**src/rtl/bin2bcd_seq_pkg.sv**
```systemverilog
// Shared constants and FSM encoding for the sequential binary-to-BCD converter.
// The segment driver imports the same package so both blocks agree on digit layout.
package bin2bcd_seq_pkg;

    localparam int unsigned DIN_W_DEF   = 20;
    localparam int unsigned DIGITS_DEF  = 6;
    localparam int unsigned MAX_VAL_DEF = 999999;
    localparam int unsigned BCD_DIG_W   = 4;

    typedef enum logic [1:0] {
        ST_IDLE  = 2'd0,
        ST_SHIFT = 2'd1,
        ST_DONE  = 2'd2
    } state_e;

endpackage : bin2bcd_seq_pkg

```
**src/rtl/bin2bcd_seq_bcd_digit_adj.sv**
```systemverilog
// One BCD digit of the shift-add-3 step: digits of 5 or more get +3 so that the
// following left shift carries correctly into the next decade.
module bcd_digit_adj
    import bin2bcd_seq_pkg::*;
(
    input  logic [BCD_DIG_W-1:0] digit_in,
    output logic [BCD_DIG_W-1:0] digit_out_c
);

    always_comb begin
        digit_out_c = digit_in;
        if (digit_in >= BCD_DIG_W'(5)) begin
            digit_out_c = digit_in + BCD_DIG_W'(3);
        end
    end

endmodule : bcd_digit_adj

```
**src/rtl/bin2bcd_seq.sv**
```systemverilog
// Sequential binary-to-BCD converter, one bit per clock, saturating at MAX_VAL.
// Produces a packed BCD word plus a one-cycle data_vld strobe for the segment driver.
module bin2bcd_seq
    import bin2bcd_seq_pkg::*;
#(
    parameter int unsigned DIN_W   = DIN_W_DEF,
    parameter int unsigned DIGITS  = DIGITS_DEF,
    parameter int unsigned MAX_VAL = MAX_VAL_DEF
) (
    input  logic                        clk,
    input  logic                        rst_n,
    input  logic                        din_vld,
    input  logic [DIN_W-1:0]            din,
    output logic                        busy,
    output logic                        data_vld,
    output logic [BCD_DIG_W*DIGITS-1:0] display_data,
    output logic                        overflow
);

    localparam int unsigned CNT_W = $clog2(DIN_W);
    localparam int unsigned BCD_W = BCD_DIG_W * DIGITS;
    localparam logic [BCD_W-1:0] ALL_NINES = {DIGITS{4'h9}};
    localparam logic [CNT_W-1:0] LAST_CNT  = CNT_W'(DIN_W - 1);
    localparam logic [DIN_W-1:0] MAX_BIN   = DIN_W'(MAX_VAL);

    state_e             state_q, state_d;
    logic [DIN_W-1:0]   bin_q, bin_d;
    logic [BCD_W-1:0]   bcd_q, bcd_d;
    logic [BCD_W-1:0]   bcd_adj_c;
    logic [CNT_W-1:0]   cnt_q, cnt_d;
    logic               sat_q, sat_d;
    logic [BCD_W-1:0]   disp_q, disp_d;
    logic               ovf_q, ovf_d;
    logic               busy_q, busy_d;
    logic               vld_q, vld_d;

    // Per-digit add-3 correction applied before every shift.
    for (genvar g = 0; g < DIGITS; g++) begin : g_adj
        bcd_digit_adj u_adj (
            .digit_in    (bcd_q[BCD_DIG_W*g +: BCD_DIG_W]),
            .digit_out_c (bcd_adj_c[BCD_DIG_W*g +: BCD_DIG_W])
        );
    end

    always_comb begin
        state_d = state_q;
        bin_d   = bin_q;
        bcd_d   = bcd_q;
        cnt_d   = cnt_q;
        sat_d   = sat_q;
        disp_d  = disp_q;
        ovf_d   = ovf_q;

        unique case (state_q)
            ST_IDLE: begin
                if (din_vld) begin
                    bin_d   = din;
                    bcd_d   = '0;
                    cnt_d   = '0;
                    sat_d   = (din > MAX_BIN);
                    state_d = ST_SHIFT;
                end
            end
            ST_SHIFT: begin
                {bcd_d, bin_d} = {bcd_adj_c, bin_q} << 1;
                cnt_d          = cnt_q + CNT_W'(1);
                // Final shift: publish the freshly shifted word on entry to DONE.
                if (cnt_q == LAST_CNT) begin
                    state_d = ST_DONE;
                    disp_d  = sat_q ? ALL_NINES : bcd_d;
                    ovf_d   = sat_q;
                end
            end
            ST_DONE: begin
                state_d = ST_IDLE;
            end
            default: begin
                state_d = ST_IDLE;
            end
        endcase

        busy_d = (state_d != ST_IDLE);
        vld_d  = (state_d == ST_DONE);
    end

    always_ff @(posedge clk or negedge rst_n) begin
        if (!rst_n) begin
            state_q <= ST_IDLE;
            bin_q   <= '0;
            bcd_q   <= '0;
            cnt_q   <= '0;
            sat_q   <= 1'b0;
            disp_q  <= '0;
            ovf_q   <= 1'b0;
            busy_q  <= 1'b0;
            vld_q   <= 1'b0;
        end else begin
            state_q <= state_d;
            bin_q   <= bin_d;
            bcd_q   <= bcd_d;
            cnt_q   <= cnt_d;
            sat_q   <= sat_d;
            disp_q  <= disp_d;
            ovf_q   <= ovf_d;
            busy_q  <= busy_d;
            vld_q   <= vld_d;
        end
    end

    assign busy         = busy_q;
    assign data_vld     = vld_q;
    assign display_data = disp_q;
    assign overflow     = ovf_q;

endmodule : bin2bcd_seq

```
**config.mk**
```make
export PLATFORM = sky130hd
export DESIGN_NAME = bin2bcd_seq
export DESIGN_NICKNAME = d
export VERILOG_FILES = /design/src/rtl/bin2bcd_seq_pkg.sv /design/src/rtl/bin2bcd_seq_bcd_digit_adj.sv /design/src/rtl/bin2bcd_seq.sv
export SDC_FILE = /design/constraint.sdc
export NUM_CORES = 1
export LEC_CHECK = 0
export CAP_MARGIN = 0
export CORE_MARGIN = 4
export CORE_UTILIZATION = 59
export CTS_CLUSTER_DIAMETER = 50
export CTS_CLUSTER_SIZE = 24
export DETAILED_ROUTE_END_ITERATION = 6
export PLACE_DENSITY = 0.85
export RECOVER_POWER = 50
export SLEW_MARGIN = 15
export SYNTH_ARGS = -nofsm -noshare
export SYNTH_HDL_FRONTEND = slang
export SYNTH_SLANG_ARGS = --single-unit
```
**constraint.sdc**
```tcl
create_clock -name clk -period 3.7 [get_ports clk]
set_input_delay 0.74 -clock clk [delete_from_list [all_inputs] [get_ports clk]]
set_output_delay 0.74 -clock clk [all_outputs]
set_load 0.02 [all_outputs]
```
==> results of run 1 <==
-- power by group through the flow --
stage          logic (mW)  registers (mW)  clock network [mW]
3_3_place_gp         1.83            1.59                   0
2_1_floorplan        1.22            1.66                   0
3_5_place_dp         1.91            1.61                   0
5_1_grt              2.14            1.65               0.769
6_report             1.92            1.60               0.717
4_1_cts              1.93            1.60               0.728
-- flip-flops by register name (all words and copies together), names as in the netlist --
register	flops
busy	1
cnt_q	5
overflow	1
state_q	2
bin_q	20
bcd_q	24
display_data	24
sat_q	1
data_vld	1
-- routing by layer --
metal,track usage (%),vias to the layer above,wire length (um)
met5,0,-,0
met4,10.2,0,206
met3,4.28,20,302
met2,37.7,59,4190
met1,32.2,1489,3810
li1,-,1432,-
-- worst register-to-register path: stages (launching register included) --
cell and delay [ps]:
sky130_fd_sc_hd__dfrtp_1 750, sky130_fd_sc_hd__nor2b_1 340, sky130_fd_sc_hd__nand2_4 270, sky130_fd_sc_hd__inv_1 500
sky130_fd_sc_hd__o21ai_0 210, sky130_fd_sc_hd__nand2_1 120
-- metrics by stage --
step                      setup slack, ps  util [%]  area (um^2)
after detailed placement             1210      68.6         4360
after global placement               1290      68.6         4360
after CTS                            1480      72.1         4580
after global routing                 1220      72.0         4570
final                                1400      72.0         4570
after floorplan                      2010         -         3840
-- area by class of cell --
cell class,count,area [um^2],share of cell area (%)
flip-flops and latches,79,1980,43.2
multi-input cells,258,1690,37.0
repair buffers,54,523,11.4
clock buffers,13,159,3.47
well taps,77,96.3,2.11
clock inverters,3,65.1,1.42
inverters,16,60.1,1.31
-- layout by cell type (no fill, tap or decap), drive strengths merged --
master         netlist  layout
nand3                6       6
nand2b               8       8
clkbuf               8      14
o22ai                5       5
a22o                21      21
clkinv               0       1
ha                  13      13
o41ai                1       1
inv                 16      16
a2111oi              6       6
a21oi               36      36
o31ai                2       2
clkdlybuf4s50        0      48
o31a                 1       1
mux2                 2       2
nand4                3       3
nand2               23      23
dfrtp               79      79
o21bai               1       1
o21ai               38      38
nor3                 7       7
buf                 13       5
xnor2                6       6
nor3b               11      11
nor2b               21      21
a22oi               19      19
nor2                20      20
or4                  1       1
mux2i                6       6
bufinv               0       2
and4bb               1       1
-- how the worst min path moves through the flow --
| stage | start | to | cells past startpoint |
|---|---|---|---|
| finish | cnt_q[4] | cnt_q[4] | 1 |
| global route | cnt_q[4] | cnt_q[4] | 1 |
| global placement | overflow | overflow | 2 |
| CTS | cnt_q[4] | cnt_q[4] | 1 |
| floorplan | rst_n | bcd_q[0] | 0 |
| detailed placement | cnt_q[4] | cnt_q[4] | 1 |
-- cell families after synthesis --
family,after synthesis,synth area share (%)
compound gates,130,22.2
flops,79,51.5
simple gates,101,14.2
fa+ha+maj,13,4.24
xor+xnor,6,1.37
mux,8,2.15
buf+inv,37,4.34
==> summary.md, run 1 <==
| Metric | Value |
|---|---|
| Pre-antenna DRT Iters | 4 |
| CTS Root Buffer Type | sky130_fd_sc_hd__clkbuf_8 |
| Post-layout nets | 454 |
| Via count | 3,000 |
| Internal power component | 2.54 mW |
| Number of port buffers | 49 |
| Total stage count of the critical path | 5 |
| Clock tree from TritonCTS | yes |
| Area inside the core boundary | 6350 um^2 |
| Critical Path End Type | flip-flop |
| Dominant cell type by area after synthesis | sky130_fd_sc_hd__dfrtp_1 |
| DRC | 0 |
| HPWL reported at the end of detailed placement | 5460 um |
| Worst reg-to-reg path cell count | 5 |
| Leakage power | 2.01 nW |
| Number of buffers created by CTS | 9 |
| Placed cell count | 484 |
| Worst-path cell chain | clkdlybuf4s50_1 > buf_4 > nor2b_1 > nand2b_1 > o41ai_1 |
| Sum of negative setup slack | 0 ps |
| Post-synth top cells | sky130_fd_sc_hd__dfrtp_1 (79), sky130_fd_sc_hd__o21ai_0 (38), sky130_fd_sc_hd__a21oi_1 (36) |
| Count of flip-flops with a built-in enable after synthesis | 0 |
| Share of total power in the clock network | 16.9% |
| Number of buffers added to fix hold violations after cts | 0 |
| Switching Share | 39.9% |
| Final weighted congestion of routability-driven global placement | 0.837 |
| Largest cells by area after synthesis | sky130_fd_sc_hd__dfrtp_1 (52%), sky130_fd_sc_hd__o21ai_0 (5.0%), sky130_fd_sc_hd__a22o_1 (4.8%) |
| Flop2flop setup slack | 1460 ps |
| Critical path class | in2reg |
| Final routed wirelength across all metal layers | 8500 um |
| Number of levels the H-tree was split into | 3 |
| Required arrival time at the worst endpoint | 3910 ps |
| Worst slew margin | -26.9% |
| Number of antenna violations at the first check in global routing | 0 |
| Global-route wire length before repair | 14,600 um |
| Kind of cell adding the most delay to the critical path | buffers and inverters |
| Floorplan die area | 7860 um^2 |
| Pin count of the biggest net entering global routing | 80 |
| Floorplan die width | 88.7 um |
| Power density over the cells | 926 nW/um^2 |
| Worst-path maximum fanout | 13 |
| Power consumption | 4.23 mW |
| Run status | finished, violations left |
| Combinational cell fraction of total power | 45.3% |
| Ratio of cells with drive above 1 in the final layout | 6.62% |
| Combined buffer and inverter count along the critical path | 2 |
| # Max-Cap Violations | 1 |
| Signed area change from the synthesized netlist to the final layout | 19.2% |
| Initial core utilization | 60.4% |
| Slew at the pin with the worst max-slew slack | 1900 ps |
| Share of synthesized flip-flops with an asynchronous set or reset | 100% |
| Net switching power | 1.69 mW |
| Part of the total power dissipated in sequential elements | 37.8% |
| Die Height | 88.7 um |
| Layout filler cell count | 449 |
| Hold Vio Cnt, Final | 0 |
| Timing startpoint of the critical path | din_vld |
| Count leader, synth | sky130_fd_sc_hd__dfrtp_1 |
| Launching point of the worst reg2reg path | state_q[0] |
| Number of sinks handled by clock tree synthesis | 79 |
| Count of mapped cells out of synthesis | 374 |
| Number of buffers inserted to repair setup after CTS | 0 |
| Standard-cell row count | 29 |
| I/O pin cnt | 50 |
| Post-route non-filler standard cell count | 500 |
| Post-DR vias/cell | 6.00 |
| Worst hold path class | reg2reg |
| Mean post-synth cell area | 10.3 um^2 |
| Number of warnings issued by yosys | 0 |
| Final Setup Violations | 0 |
| Overall track demand over capacity in global routing | 23.8% |
| Count of antenna-violating nets left after detailed routing | 0 |
| # diodes | 0 |
| Fraction of post-synthesis cell area in the top cell type by area | 51.5% |
| Clock-pin transition on the worst setup and hold timing paths | 70 ps |
| Count of final max-slew check failures | 80 |
| Worst-Skew Late Latency | 350 ps |
| Launching element type of the critical path | primary input |
| Failing checks | capacitance limit, slew limit |
| PostCTS Resize Cnt | 0 |
| Synth Flop Type | sky130_fd_sc_hd__dfrtp_1 |
| Part of the Yosys area used for sequential elements | 51.5% |
| Overflow after GRT | 0 |
| Mapped Area | 3840 um^2 |
| IR Drop Worst-Case VDD | 0.000556 V |
| Final worst clock skew | 10.6 ps |
| Buffers from clock root to sink, at most | 2 |
| Largest stage delay, worst path | 650 ps |
| Endpoint of the most critical register-to-register path | display_data[0] |
| Unrepaired setup endpoints after global routing | no |
| Count of state elements after synthesis | 79 |
| Period utilization | 62.2% |
| Crit-path slowest cell | sky130_fd_sc_hd__clkdlybuf4s50_1 |
| Number of distinct library cell variants in the gate-level netlist after synthesis | 34 |
| Number of global-route vias before repair | 3,106 |
| Final worst path period need | 2300 ps |
| Syn Nets | 410 |
| Minimum hold slack | 480 ps |
| Data arrival, critical path | 2510 ps |
| Wire length per cell after detailed routing | 17.0 um |
| Critical Path Sink | sat_q |
| DRC marker count from the first detailed-route iteration | 179 |
| Highest clock rate | 0.434 GHz |
No activity file was read; power rests on OpenSTA's default activity.
==> inputs of run 2 (changes only) <==
--- a/config.mk
+++ b/config.mk
@@ -7,11 +7,11 @@
 export LEC_CHECK = 0
 export CAP_MARGIN = 0
 export CORE_MARGIN = 4
-export CORE_UTILIZATION = 59
+export CORE_UTILIZATION = 55
 export CTS_CLUSTER_DIAMETER = 50
 export CTS_CLUSTER_SIZE = 24
 export DETAILED_ROUTE_END_ITERATION = 6
-export PLACE_DENSITY = 0.85
+export PLACE_DENSITY = 0.8
 export RECOVER_POWER = 50
 export SLEW_MARGIN = 15
 export SYNTH_ARGS = -nofsm -noshare
==> constraint.sdc (replaced) <==
create_clock -name clk -period 2.3 [get_ports clk]
set_input_delay 0.46 -clock clk [delete_from_list [all_inputs] [get_ports clk]]
set_output_delay 0.46 -clock clk [all_outputs]
set_load 0.02 [all_outputs]
==> run 2 against run 1 <==
The run still ends with capacitance limit, slew limit left; wire length up 1.9%; clock skew down 1.4 ps; clock-buffer cell count down 2; combinational power up 65%; via count up 0.50%; final area up 2.0%; non-clock buffer count up 5; critical path type is now reg2reg; highest routed layer unchanged.
==> summary.md, run 2 (synthesized netlist as in run 1, its figures left out) <==
| Metric | Value |
|---|---|
| Run status | finished, violations left |
| Failing checks | capacitance limit, slew limit |
| Highest clock rate | 0.513 GHz |
| Clock-pin transition on the worst setup and hold timing paths | 80 ps |
| Share of total power in the clock network | 18.0% |
| Combinational cell fraction of total power | 45.6% |
| Crit-path slowest cell | sky130_fd_sc_hd__clkbuf_2 |
| Data arrival, critical path | 2180 ps |
| Standard-cell row count | 30 |
| Final weighted congestion of routability-driven global placement | 0.766 |
| Number of buffers inserted to repair setup after CTS | 0 |
| Placed cell count | 508 |
| Count of antenna-violating nets left after detailed routing | 0 |
| Period utilization | 84.8% |
| Setup WS post-layout | 349 ps |
| Power density over the cells | 1490 nW/um^2 |
| Number of levels the H-tree was split into | 3 |
| Ratio of cells with drive above 1 in the final layout | 7.71% |
| Number of antenna violations at the first check in global routing | 0 |
| Clock tree from TritonCTS | yes |
| CTS Root Buffer Type | sky130_fd_sc_hd__clkbuf_8 |
| Slew at the pin with the worst max-slew slack | 1620 ps |
| Largest stage delay, worst path | 720 ps |
| Worst-path cell chain | nor2b_2 > clkbuf_2 > nand4_1 > mux2i_1 |
| Signed area change from the synthesized netlist to the final layout | 21.6% |
| IR Drop Worst-Case VDD | 0.000681 V |
| Pre-antenna DRT Iters | 7 |
| Post-DR vias/cell | 5.75 |
| Critical path class | reg2reg |
| Final worst clock skew | 9.25 ps |
| Critical Path End Type | flip-flop |
| # Max-Cap Violations | 1 |
| DRC marker count from the first detailed-route iteration | 205 |
| Wire length per cell after detailed routing | 16.5 um |
| Net switching power | 2.77 mW |
| Overall track demand over capacity in global routing | 21.9% |
| Floorplan die area | 8380 um^2 |
| PostCTS Resize Cnt | 0 |
| # diodes | 0 |
| Required arrival time at the worst endpoint | 2530 ps |
| Layout filler cell count | 514 |
| Worst slew margin | -8.27% |
| Unrepaired setup endpoints after global routing | no |
| Global-route wire length before repair | 14,900 um |
| Number of buffers added to fix hold violations after cts | 0 |
| Highest-count cells in the layout ignoring fill and taps | sky130_fd_sc_hd__dfrtp_1 (79), sky130_fd_sc_hd__clkdlybuf4s50_1 (48), sky130_fd_sc_hd__o21ai_0 (38), sky130_fd_sc_hd__a21oi_1 (36), sky130_fd_sc_hd__nand2_1 (22) |
| Kind of cell adding the most delay to the critical path | buffers and inverters |
| Sum of negative setup slack | 0 ps |
| Buffers from clock root to sink, at most | 2 |
| Worst-path maximum fanout | 40 |
| HPWL reported at the end of detailed placement | 5660 um |
| Switching Share | 39.9% |
| Post-layout nets | 459 |
| Overflow after GRT | 0 |
| Launching element type of the critical path | flip-flop |
| Post-placement cell area | 4430 um^2 |
| Count of final max-slew check failures | 30 |
| Worst hold path class | reg2reg |
| Via count | 3,015 |
| Final worst path period need | 1950 ps |
| Die Height | 91.5 um |
| Leakage power | 2.03 nW |
| Area inside the core boundary | 6790 um^2 |
| Final routed wirelength across all metal layers | 8660 um |
| Pin count of the biggest net entering global routing | 51 |
| Floorplan die width | 91.5 um |
| Number of port buffers | 49 |
| I/O pin cnt | 50 |
| Number of buffers created by CTS | 9 |
| Power consumption | 6.96 mW |
| Commonest non-fill, non-tap cell in the layout | sky130_fd_sc_hd__dfrtp_1 |
| Initial core utilization | 56.5% |
| Final Setup Violations | 0 |
| Hold Vio Cnt, Final | 0 |
| Post-route non-filler standard cell count | 524 |
| Post-route design area | 4670 um^2 |
| Worst-Skew Late Latency | 350 ps |
| Part of the total power dissipated in sequential elements | 36.4% |
| Number of sinks handled by clock tree synthesis | 79 |
| Combined buffer and inverter count along the critical path | 1 |
| Internal power component | 4.18 mW |
| Number of global-route vias before repair | 3,101 |
| Post-Place Setup Slack | 432 ps |
| DRC | 0 |
[run 2: layout make-up]
type,instances,area (um^2),share of cell area (%)
inverter,16,60.1,1.29
clock buffer,11,141,3.03
multi-input combinational,258,1700,36.4
timing repair buffer,59,566,12.1
tap,96,120,2.57
clock inverter,5,105,2.25
sequential,79,1980,42.4
[run 2: power by group through the flow]
| stage | Clock (mW) | Combinational, mW | Sequential, mW |
|---|---|---|---|
| 3_3_place_gp | 0 | 3.03 | 2.51 |
| 3_5_place_dp | 0 | 3.15 | 2.54 |
| 5_1_grt | 1.33 | 3.51 | 2.62 |
| 2_1_floorplan | 0 | 1.96 | 2.67 |
| 6_report | 1.26 | 3.17 | 2.53 |
| 4_1_cts | 1.27 | 3.21 | 2.53 |
[run 2: through the flow]
step / utilization (%) / hold WS (ps)
after global routing: 68.7 / 517
after CTS: 68.8 / 39.8
final: 68.7 / 482
after detailed placement: 65.2 / 414
after global placement: 65.2 / 406
after floorplan: - / 164
[run 2: path summary, 6_finish.rpt]
| kind | start | cells past startpoint | endpoint | slack [ps] |
|---|---|---|---|---|
| max | state_q[1] | 4 | cnt_q[3] | 350 |
| min | display_data[14] | 2 | display_data[14] | 480 |
| max reg2reg | state_q[1] | 4 | cnt_q[3] | 350 |
| min reg2reg | display_data[14] | 2 | display_data[14] | 480 |
| max in group asynchronous | rst_n | 2 | bcd_q[16] | 810 |
| min in group asynchronous | rst_n | 1 | display_data[9] | 520 |
[run 2: worst reg2reg max path, stage by stage (launching register included)]
cell and delay, ps:
sky130_fd_sc_hd__dfrtp_1 500, sky130_fd_sc_hd__nor2b_2 220, sky130_fd_sc_hd__clkbuf_2 720, sky130_fd_sc_hd__nand4_1 230
sky130_fd_sc_hd__mux2i_1 160
[run 2: per-layer routing]
metal / track usage, % / part of all wire [%] / vias up
li1: - / - / 1442
met1: 29.5 / 44 / 1479
met2: 36.5 / 50 / 83
met3: 2.82 / 4.8 / 11
met4: 7.41 / 1.5 / 0
met5: 0 / 0 / -
